File: src/rtl/gray_conv_pkg.sv
// Shared definitions for the Gray-code conversion arbiter: FSM states,
// operation mode encodings and the fixed requester count.
package gray_conv_pkg;

  // Number of requesters sharing the conversion unit (fixed, not a parameter).
  localparam int NREQ = 2;

  // Per-requester operation select.
  localparam logic MODE_B2G = 1'b0;
  localparam logic MODE_G2B = 1'b1;

  // Output slot occupancy: EMPTY means no result presented, FULL means
  // resp_valid is high.
  typedef enum logic {
    EMPTY = 1'b0,
    FULL  = 1'b1
  } state_e;

endpackage

File: src/rtl/gray_conv_unit.sv
// Combinational binary<->Gray converter shared by all requesters.
module gray_conv_unit
  import gray_conv_pkg::*;
#(
  parameter int WIDTH = 3
) (
  input  logic             mode,
  input  logic [WIDTH-1:0] din,
  output logic [WIDTH-1:0] dout
);

  // Convert din according to mode; Gray-to-binary bit i is the XOR of all
  // Gray bits from i up to the MSB, which is the MSB-first chain unrolled.
  always_comb begin
    dout = '0;
    if (mode == MODE_G2B) begin
      for (int i = 0; i < WIDTH; i++) begin
        dout[i] = ^(din >> i);
      end
    end else begin
      dout = din ^ (din >> 1);
    end
  end

endmodule

File: src/rtl/gray_conv_arbiter.sv
// Two requesters share one Gray-code conversion unit through a round-robin
// arbiter feeding a one-entry output register with valid/ready handshake.
module gray_conv_arbiter
  import gray_conv_pkg::*;
#(
  parameter int WIDTH = 3
) (
  input  logic                  clk,
  input  logic                  rst,
  input  logic [NREQ-1:0]       req_valid,
  input  logic [NREQ-1:0]       req_mode,
  input  logic [NREQ*WIDTH-1:0] req_data,
  output logic [NREQ-1:0]       req_ready,
  output logic                  resp_valid,
  input  logic                  resp_ready,
  output logic                  resp_id,
  output logic [WIDTH-1:0]      resp_data
);

  state_e           state_q, state_d;
  logic             ptr_q, ptr_d;
  logic             id_q, id_d;
  logic [WIDTH-1:0] data_q, data_d;

  logic             slot_free_s;
  logic             grant_s;
  logic             grant_id_s;
  logic             conv_mode_s;
  logic [WIDTH-1:0] conv_din_s;
  logic [WIDTH-1:0] conv_dout_s;

  // In EMPTY the slot is free regardless of resp_ready, so req_ready has no
  // path from resp_ready in that state.
  assign slot_free_s = (state_q == EMPTY) || resp_ready;

  // Round-robin arbitration: a lone requester always wins, the pointer
  // breaks ties; the grant is suppressed during reset.
  always_comb begin
    grant_s    = 1'b0;
    grant_id_s = ptr_q;
    req_ready  = '0;
    case (req_valid)
      2'b01: begin
        grant_s    = slot_free_s;
        grant_id_s = 1'b0;
      end
      2'b10: begin
        grant_s    = slot_free_s;
        grant_id_s = 1'b1;
      end
      2'b11: begin
        grant_s    = slot_free_s;
        grant_id_s = ptr_q;
      end
      default: begin
        grant_s    = 1'b0;
        grant_id_s = ptr_q;
      end
    endcase
    if (grant_s && !rst) begin
      req_ready[grant_id_s] = 1'b1;
    end else begin
      req_ready = '0;
    end
  end

  // Route the winner's operand and mode into the single shared converter.
  assign conv_din_s  = grant_id_s ? req_data[2*WIDTH-1:WIDTH] : req_data[WIDTH-1:0];
  assign conv_mode_s = req_mode[grant_id_s];

  gray_conv_unit #(
    .WIDTH(WIDTH)
  ) u_conv (
    .mode(conv_mode_s),
    .din (conv_din_s),
    .dout(conv_dout_s)
  );

  // Slot FSM: a grant loads the register (also while draining, keeping one
  // result per cycle); a drain without grant empties it; otherwise hold.
  always_comb begin
    state_d = state_q;
    ptr_d   = ptr_q;
    id_d    = id_q;
    data_d  = data_q;
    case (state_q)
      EMPTY: begin
        if (grant_s) begin
          state_d = FULL;
          data_d  = conv_dout_s;
          id_d    = grant_id_s;
          ptr_d   = ~grant_id_s;
        end else begin
          state_d = EMPTY;
        end
      end
      FULL: begin
        if (grant_s) begin
          state_d = FULL;
          data_d  = conv_dout_s;
          id_d    = grant_id_s;
          ptr_d   = ~grant_id_s;
        end else if (resp_ready) begin
          state_d = EMPTY;
        end else begin
          state_d = FULL;
        end
      end
      default: begin
        state_d = EMPTY;
      end
    endcase
  end

  // State and result registers; reset discards any held result.
  always_ff @(posedge clk) begin
    if (rst) begin
      state_q <= EMPTY;
      ptr_q   <= 1'b0;
      id_q    <= 1'b0;
      data_q  <= '0;
    end else begin
      state_q <= state_d;
      ptr_q   <= ptr_d;
      id_q    <= id_d;
      data_q  <= data_d;
    end
  end

  assign resp_valid = (state_q == FULL);
  assign resp_id    = id_q;
  assign resp_data  = data_q;

endmodule

File: config.mk
export PLATFORM = sky130hd
export DESIGN_NAME = gray_conv_arbiter
export DESIGN_NICKNAME = d
export VERILOG_FILES = /design/src/rtl/gray_conv_pkg.sv /design/src/rtl/gray_conv_unit.sv /design/src/rtl/gray_conv_arbiter.sv
export SDC_FILE = /design/constraint.sdc
export NUM_CORES = 1
export LEC_CHECK = 0
export CAP_MARGIN = 20
export CORE_AREA = 2 2 39 41
export CTS_CLUSTER_DIAMETER = 150
export DETAILED_ROUTE_END_ITERATION = 6
export DIE_AREA = 0 0 41 43
export GPL_TIMING_DRIVEN = 0
export SLEW_MARGIN = 30
export SYNTH_ARGS = -nofsm -noshare
export SYNTH_HDL_FRONTEND = slang
export SYNTH_SLANG_ARGS = --single-unit
File: constraint.sdc
create_clock -name clk -period 1.27 [get_ports clk]
set_input_delay 0.254 -clock clk [delete_from_list [all_inputs] [get_ports clk]]
set_output_delay 0.254 -clock clk [all_outputs]
set_load 0.1 [all_outputs]
==> reports/results.ini <==
[run_status]
status = finished with violations
violations = negative setup slack

[logic_synthesis]
synthSimpleGateAreaFrac_pct = 18.9
synth_compound_area_share_pct = 12.1
synth_top_area_share_pct = 32.3
synth_top_family_by_area = simple AND/OR/NAND/NOR gates
synth_edf_count = 0
synth-xor-area-share_pct = 14.1
yosysUniqueCellTypes = 18
netlist_area_um2 = 372
synth_seq_cells = 6
yosys-top-cells-count = dfxtp_1 (6), nand2_1 (6)
ys_warn_count = 0
yosys.area.top_type = dfxtp_1
syn_nets = 57
synthAdderAreaFrac_pct = 6.73
yosysSeqAreaShare_pct = 32.3
synthFlopType = dfxtp_1
synth_area_leaders = dfxtp_1 (32%), xnor2_1 (7.1%), xor2_1 (7.1%), ha_1 (6.7%), a211oi_1 (6.1%)
synthMuxAreaShare_pct = 11.4
synth_cells = 42
avgSynthCellArea_um2 = 8.85
synthArstFlopShare_pct = 0

[placed_design]
place_congestion = 0.650
io_buffers = 18
placedCellCount = 76
dp_hpwl_um = 580
placed_area_um2 = 627

[grt]
grt_pass1_wl_um = 1190
grt_pass1_vias = 329
overflow = 0
grt_max_degree = 9
antenna_found_initial = 0
track_usage_pct = 9.86

[timing]
finalCritPeriodShare_pct = 122
max_freq_mhz = 647
worstMarginPinSlew_ps = 490
min_period_ps = 1540
rsz0062_at_grt = yes
fin_ws_ps = -275
drv_slew = 0
fin_skew_ps = 10.3
final-setup-viol-count = 4
max_slew_margin_pct = 67.3
hold_viol_final = 0

[layout]
area_delta_synth_final_pct = 89.2
nets = 84
final_cells = 84
n_antenna_cell = 0
drive_gt1_share_pct = 42.6
stdcell_area_um2 = 703

[detailed_routing]
ant_nets = 0
wl_per_cell_um = 8.50
route.detailed.drc = 0
first_iter_violations = 1
routed_wl_um = 714
routed_via_density = 4.32
via_count = 363
firstDrtPassIters = 2

[floorplanning]
die_w_um = 41
start_util_pct = 26.9
die_h_um = 43
pin_count = 20
die_area_um2 = 1760
core_um2 = 1380
rows = 14

[worst_setup_path]
reg2reg_setup_slack_ps = 100
cp-start-kind = input port
cp.arrival_ps = 1290
path_max_fanout = 2
critPathKind = in -> out
cp.required_ps = 1020
end_kind = primary output

[power_and_ir_drop]
switching_share_pct = 40.2
vdd_drop_max_mv = 0.399
power_density_nw_per_um2 = 1120
share_comb_of_total_power_pct = 47.9
clkPwrFrac_pct = 24.0
p_seq_share_pct = 28.2
p_total_uw = 786
p_int_uw = 470
p_leak_uw = 0.000305
netSwitchingPower_uw = 316

[clock_network]
cts_root_buffer = clkbuf_4
clk_latency_ps = 240
numCtsBuffers = 3
cts_htree_levels = 1
cts.sinks = 6
cts_tree = done
clkSlewWorstSetupHoldPaths_ps = 50
ctsHoldBuffers = 0
cts_buffer_depth = 2

[job]
cap_violations = 0

[hold_path]
hold_class = in -> reg

-- power groups by stage --
| stage | Clock [uW] | Sequential (uW) | Combinational, uW |
|---|---|---|---|
| after global placement | 0 | 224 | 354 |
| after global routing | 201 | 225 | 399 |
| after floorplan | 0 | 340 | 146 |
| final | 188 | 222 | 376 |
| after CTS | 192 | 222 | 377 |
| after detailed placement | 0 | 224 | 355 |
-- layout make-up --
type / instances / area, um^2
Fill cell: 139 / 681
Multi-Input combinational cell: 32 / 280
Timing Repair Buffer: 22 / 215
Sequential cell: 6 / 128
Clock buffer: 4 / 26.3
Inverter: 2 / 25.0
Tap cell: 16 / 20.0
Buffer: 2 / 8.76
-- kinds of logic (layout without fill, tap and decap cells) --
family	count (synthesis)	count (layout)
simple gates	14	14
compound gates	7	7
xor+xnor	6	6
flops	6	6
buf+inv	4	30
mux	3	3
fa+ha+maj	2	2
-- routing by layer --
metal | track usage (%) | up-vias | wire length (um)
li1 | - | 192 | -
met1 | 11.7 | 156 | 297
met2 | 14.7 | 15 | 365
met3 | 3.14 | 0 | 50
met4 | 6.00 | 0 | 0
met5 | 0 | - | 0
-- timing repair --
action                     in CTS  in global routing
pin swaps                       3                  0
resized for setup              61                  1
buffers inserted                4                  0
setup endpoints to repair      12                  6
-- state kept, by name (all words and copies together), names as in the netlist --
| name | count |
|---|---|
| ptr_q | 1 |
| resp_data | 3 |
| resp_id | 1 |
| resp_valid | 1 |
-- worst max-delay path: stages --
cell     delay, ps
buf_8           90
inv_12          30
ha_4           260
mux2i_4        220
nor3b_4        240
buf_12         200
-- cells in the final DEF, fill, tap and decap left out, drive strengths merged --
cell type,instances
a211oi,3
a21oi,3
buf,13
clkbuf,6
clkdlybuf4s50,8
dfxtp,6
dlygate4sd2,1
ha,2
inv,2
mux2i,3
nand2,6
nand2b,2
nor2,3
nor2b,1
nor3,1
nor3b,1
o211ai,1
xnor2,3
xor2,3
-- per-stage QoR --
step	hold WS [ps]	TNS (ps)	setup WS, ps	utilization (%)
2_1_floorplan	466	-1330	-764	-
3_3_place_gp	451	-9100	-1940	45.3
3_5_place_dp	453	-9170	-1950	45.3
4_1_cts	367	-616	-285	50.6
5_1_grt	386	-841	-328	50.8
6_report	364	-605	-275	50.8
-- final timing paths --
check / startpoint / cells after the start / to
hold / removal: req_valid[1] / 4 / resp_valid
setup / recovery: req_valid[0] / 6 / req_ready[0]
hold reg to reg: resp_data[1] / 2 / resp_data[1]
setup reg to reg: ptr_q / 5 / resp_data[2]
(Power assumes the default switching activity.)
==> variant 1: new RTL, config.mk and constraints unchanged <==
`WIDTH` is set to 3 in 2 places; all go to 4.
--- a/src/rtl/gray_conv_unit.sv
+++ b/src/rtl/gray_conv_unit.sv
@@ -4,3 +4,3 @@
 #(
-  parameter int WIDTH = 3
+  parameter int WIDTH = 4
 ) (
--- a/src/rtl/gray_conv_arbiter.sv
+++ b/src/rtl/gray_conv_arbiter.sv
@@ -5,3 +5,3 @@
 #(
-  parameter int WIDTH = 3
+  parameter int WIDTH = 4
 ) (
Ports: changed (resized req_data and resp_data); port bits go from 20 to 23. The function was not compared with the original's and may differ.
==> variant 1 against the unedited design <==
- the run still ends with setup timing left
- final area up 23%
- worst setup slack worse by 0.050 ns
- critical path depth unchanged
- clock power up 6%
- synthesized area up 34%
- sequential cell count up 1
- power up 20%
- wire length up 36%
==> variant 1: results <==
set metrics [dict create \
    status "complete, but fails checks" \
    failed_checks "setup timing" \
    netlist_top_cells_area "dfxtp_1 (28%), mux2i_1 (10%), xnor2_1 (8.8%)" \
    fin_skew_ns 0.000873 \
    ir_drop_mv 0.443 \
    dr.pass1.iters 2 \
    synthCells 52 \
    track_usage_pct 13.3 \
    largest_register_ffs 4 \
    ys.flop_type "dfxtp_1" \
    detail_route.iter0.violations 2 \
    antenna_found_initial 0 \
    finalSetupViolations 6 \
    r2r_setup_slack_ns -0.13 \
    drv_cap 0 \
    vias 462 \
    num-nets-final 100 \
    port_buffers 21 \
    synth-warning-count 0 \
    synth.yosys.seq_area_share_pct 28.1 \
    min_path_cells 2 \
    diodes 0 \
    grt_max_degree 10 \
    cp.arrival_ns 1.34 \
    place_ws_ns -1.96 \
    worst_slack_ns -0.325 \
    gp_congestion 0.655 \
    cp_slowest_cell "mux2i_4" \
    cts_buffers 3 \
    cpPeakStageDelay_ns 0.29 \
    place_inst 89 \
    grt_pass1_wl_mm 1.58 \
    grt_pass1_vias 429 \
    path_max_fanout 4 \
    synth_cell_types 23 \
    wire_per_inst_um 9.93 \
    root_buffer "clkbuf_4" \
    drive_gt1_share_pct 43.9 \
    rr_worst_depth 5 \
    final_cells 98 \
    dp_hpwl_um 733 \
    synth_commonest_cells "dfxtp_1 (7), nor2_1 (6), mux2i_1 (5), xnor2_1 (5)" \
    syn_nets 69 \
    tightestPinTransition_ns 0.483 \
    setup_tns_ns -1.21 \
    cellLeakagePower_nw 0.394 \
]
[variant 1: cell count changes after synthesis, moves of 2 or more]
cell,unedited run,this run
buf_6,0,2
mux2i_1,2,5
nand2_1,6,2
nor2_1,3,6
xnor2_1,3,5
[variant 1: power breakdown]
group	internal, mW	switching [mW]
clock network	0.120	0.0803
registers	0.247	0.0140
logic	0.186	0.294
total	0.552	0.388
[variant 1: worst max-delay path, delay by kind of cell]
kind	cells	cell delay (ns)
adders and majority gates	1	0.26
buffers and inverters	3	0.29
muxes	1	0.29
and+or+nand+nor	1	0.24
[variant 1: metrics by stage]
step	hold slack, ns	total power [mW]	area, um^2
CTS	0.200	0.939	846
detailed placement	0.467	0.717	782
global placement	0.465	0.714	782
finish	0.206	0.940	863
global route	0.199	0.992	863
floorplan	0.441	0.596	552
[variant 1: final timing paths]
kind	from	to
hold reg to reg	resp_valid	resp_valid
setup / recovery	req_valid[0]	req_ready[0]
setup reg to reg	ptr_q	resp_data[0]
hold / removal	rst	resp_data[0]
[variant 1: layer usage]
metal	routed length, um	GRT usage, %	vias up
li1	-	-	237
met1	373	14.2	207
met2	537	21.9	18
met5	0	0	-
met3	63	3.14	0
met4	0	8.00	0
[variant 1: what timing repair did]
item | 4_1_cts | 5_1_grt
setup buffers | 4 | 2
endpoints found under the setup margin | 14 | 9
gates resized for setup | 69 | 5
pin swaps | 2 | 2
cloned | 0 | 0
[variant 1: cell type report]
| type | count | area (um^2) |
|---|---|---|
| Buffer | 1 | 11.3 |
| Clock buffer | 4 | 26.3 |
| Fill cell | 133 | 520 |
| Inverter | 3 | 31.3 |
| Multi-Input combinational cell | 40 | 359 |
| Sequential cell | 7 | 149 |
| Tap cell | 16 | 20.0 |
| Timing Repair Buffer | 27 | 267 |
[variant 1: cell families after synthesis]
family	synth area share [%]
xor gates and xnor gates	17.3
DFF	28.1
and+or+nand+nor	17.6
AOI/OAI and AO/OA	10.6
adders and majority gates	5.02
buffers and inverters	6.78
muxes	14.6
==> variant 2: new RTL, same settings <==
Made on the original files. Register the input `req_mode` before use. The logic sees it one clock later. The other inputs are not delayed to match.
--- a/src/rtl/gray_conv_arbiter.sv
+++ b/src/rtl/gray_conv_arbiter.sv
@@ -18,2 +18,8 @@
 );
+
+  logic [NREQ-1:0] req_mode_q;
+
+  always_ff @(posedge clk) begin
+    req_mode_q <= req_mode;
+  end
 
@@ -68,3 +74,3 @@
   assign conv_din_s  = grant_id_s ? req_data[2*WIDTH-1:WIDTH] : req_data[WIDTH-1:0];
-  assign conv_mode_s = req_mode[grant_id_s];
+  assign conv_mode_s = req_mode_q[grant_id_s];
 
Function: changed (Yosys sat finds a counterexample within 4 cycles, from zero or initial values and one cycle with rst high).
==> variant 2 against the unedited design <==
- the flow still finishes with violations (setup timing)
- wire length increased by 16%
- synthesized cell count increased by 4.8%
- sequential cell count increased by 2
- worst hold slack got worse by 0.011 ns
- final cell count increased by 3.6%
- final area increased by 10%
- synthesized area increased by 11%
- worst setup slack got worse by 0.074 ns
- power increased by 16%
- via count increased by 8.8%
- register-to-register slack got worse by 0.02 ns
- critical path type unchanged
- critical endpoint unchanged
- largest power group unchanged
- highest routed layer is now met4
==> variant 2: results <==
set metrics [dict create \
    tightestPinTransition_ns 0.482 \
    pg_seq_mw 0.288 \
    synth_commonest_cells "dfxtp_1 (8), nand2_1 (6)" \
    final_cells 87 \
    detail_route.iter0.violations 9 \
    place_inst 78 \
    status "complete, but fails checks" \
    multi_input_area_share_pct 36.1 \
    p_int_mw 0.559 \
    finalSetupViolations 3 \
    grt_pass1_vias 363 \
    syn_nets 59 \
    placed_area_um2 667 \
    hold_path_class "primary input to flop" \
    met1_usage_pct 13.7 \
    wl_met2_um 412 \
    cellLeakagePower_nw 0.337 \
    vias 395 \
    postCtsSetupRepairBufs 6 \
    sequential_cell_total 8 \
    grt_use_met2_pct 19.1 \
    clk_share_pct 3.39 \
    worst_slack_ns -0.349 \
    wl_um 831 \
    sh_seq_area_pct 21.6 \
    track_usage_pct 11.9 \
    combinationalPowerShare_pct 44.4 \
    synth.yosys.seq_area_share_pct 38.9 \
    failed_checks "setup timing" \
    fin_skew_ns 0.00591 \
    routed.top_layer "met4" \
    fillers 135 \
    met3_usage_pct 1.57 \
    gp_congestion 0.646 \
    cp.arrival_ns 1.36 \
    num-nonclk-buffers 25 \
    setup_tns_ns -0.625 \
    drive_gt1_share_pct 42.3 \
    p_total_mw 0.910 \
    dp_hpwl_um 637 \
    buf_share_pct 33.1 \
    clk_latency_ns 0.26 \
    grt_pass1_wl_mm 1.41 \
    wl_met1_um 332 \
    place_ws_ns -1.97 \
    netlist_top_cells_area "dfxtp_1 (39%), xnor2_1 (6.4%), xor2_1 (6.4%)" \
]
variant 2: changes by cell type in the layout (fill, tap and decap cells not counted), sizes merged:
cell    change
clkbuf      +1
dfxtp       +2
variant 2: critical path, stage by stage:
cell     delay [ns]
buf_8          0.09
inv_12         0.03
ha_4           0.26
mux2i_4        0.26
nor3b_4        0.26
buf_12         0.20
variant 2: final timing paths:
check	start	depth (start not counted)	to	slack [ns]
hold / removal	req_valid[1]	4	resp_valid	0.35
setup reg to reg	resp_valid	6	resp_data[2]	0.08
hold reg to reg	resp_data[1]	2	resp_data[1]	0.46
setup / recovery	req_valid[0]	6	req_ready[0]	-0.35
variant 2: kinds of logic (layout without fill, tap and decap cells):
family / Yosys count / count (layout) / synth area share (%)
compound gates: 7 / 7 / 10.9
xor+xnor: 6 / 6 / 12.8
fa+ha+maj: 2 / 2 / 6.08
buf+inv: 4 / 31 / 3.95
flops: 8 / 8 / 38.9
mux: 3 / 3 / 10.3
simple gates: 14 / 14 / 17.0
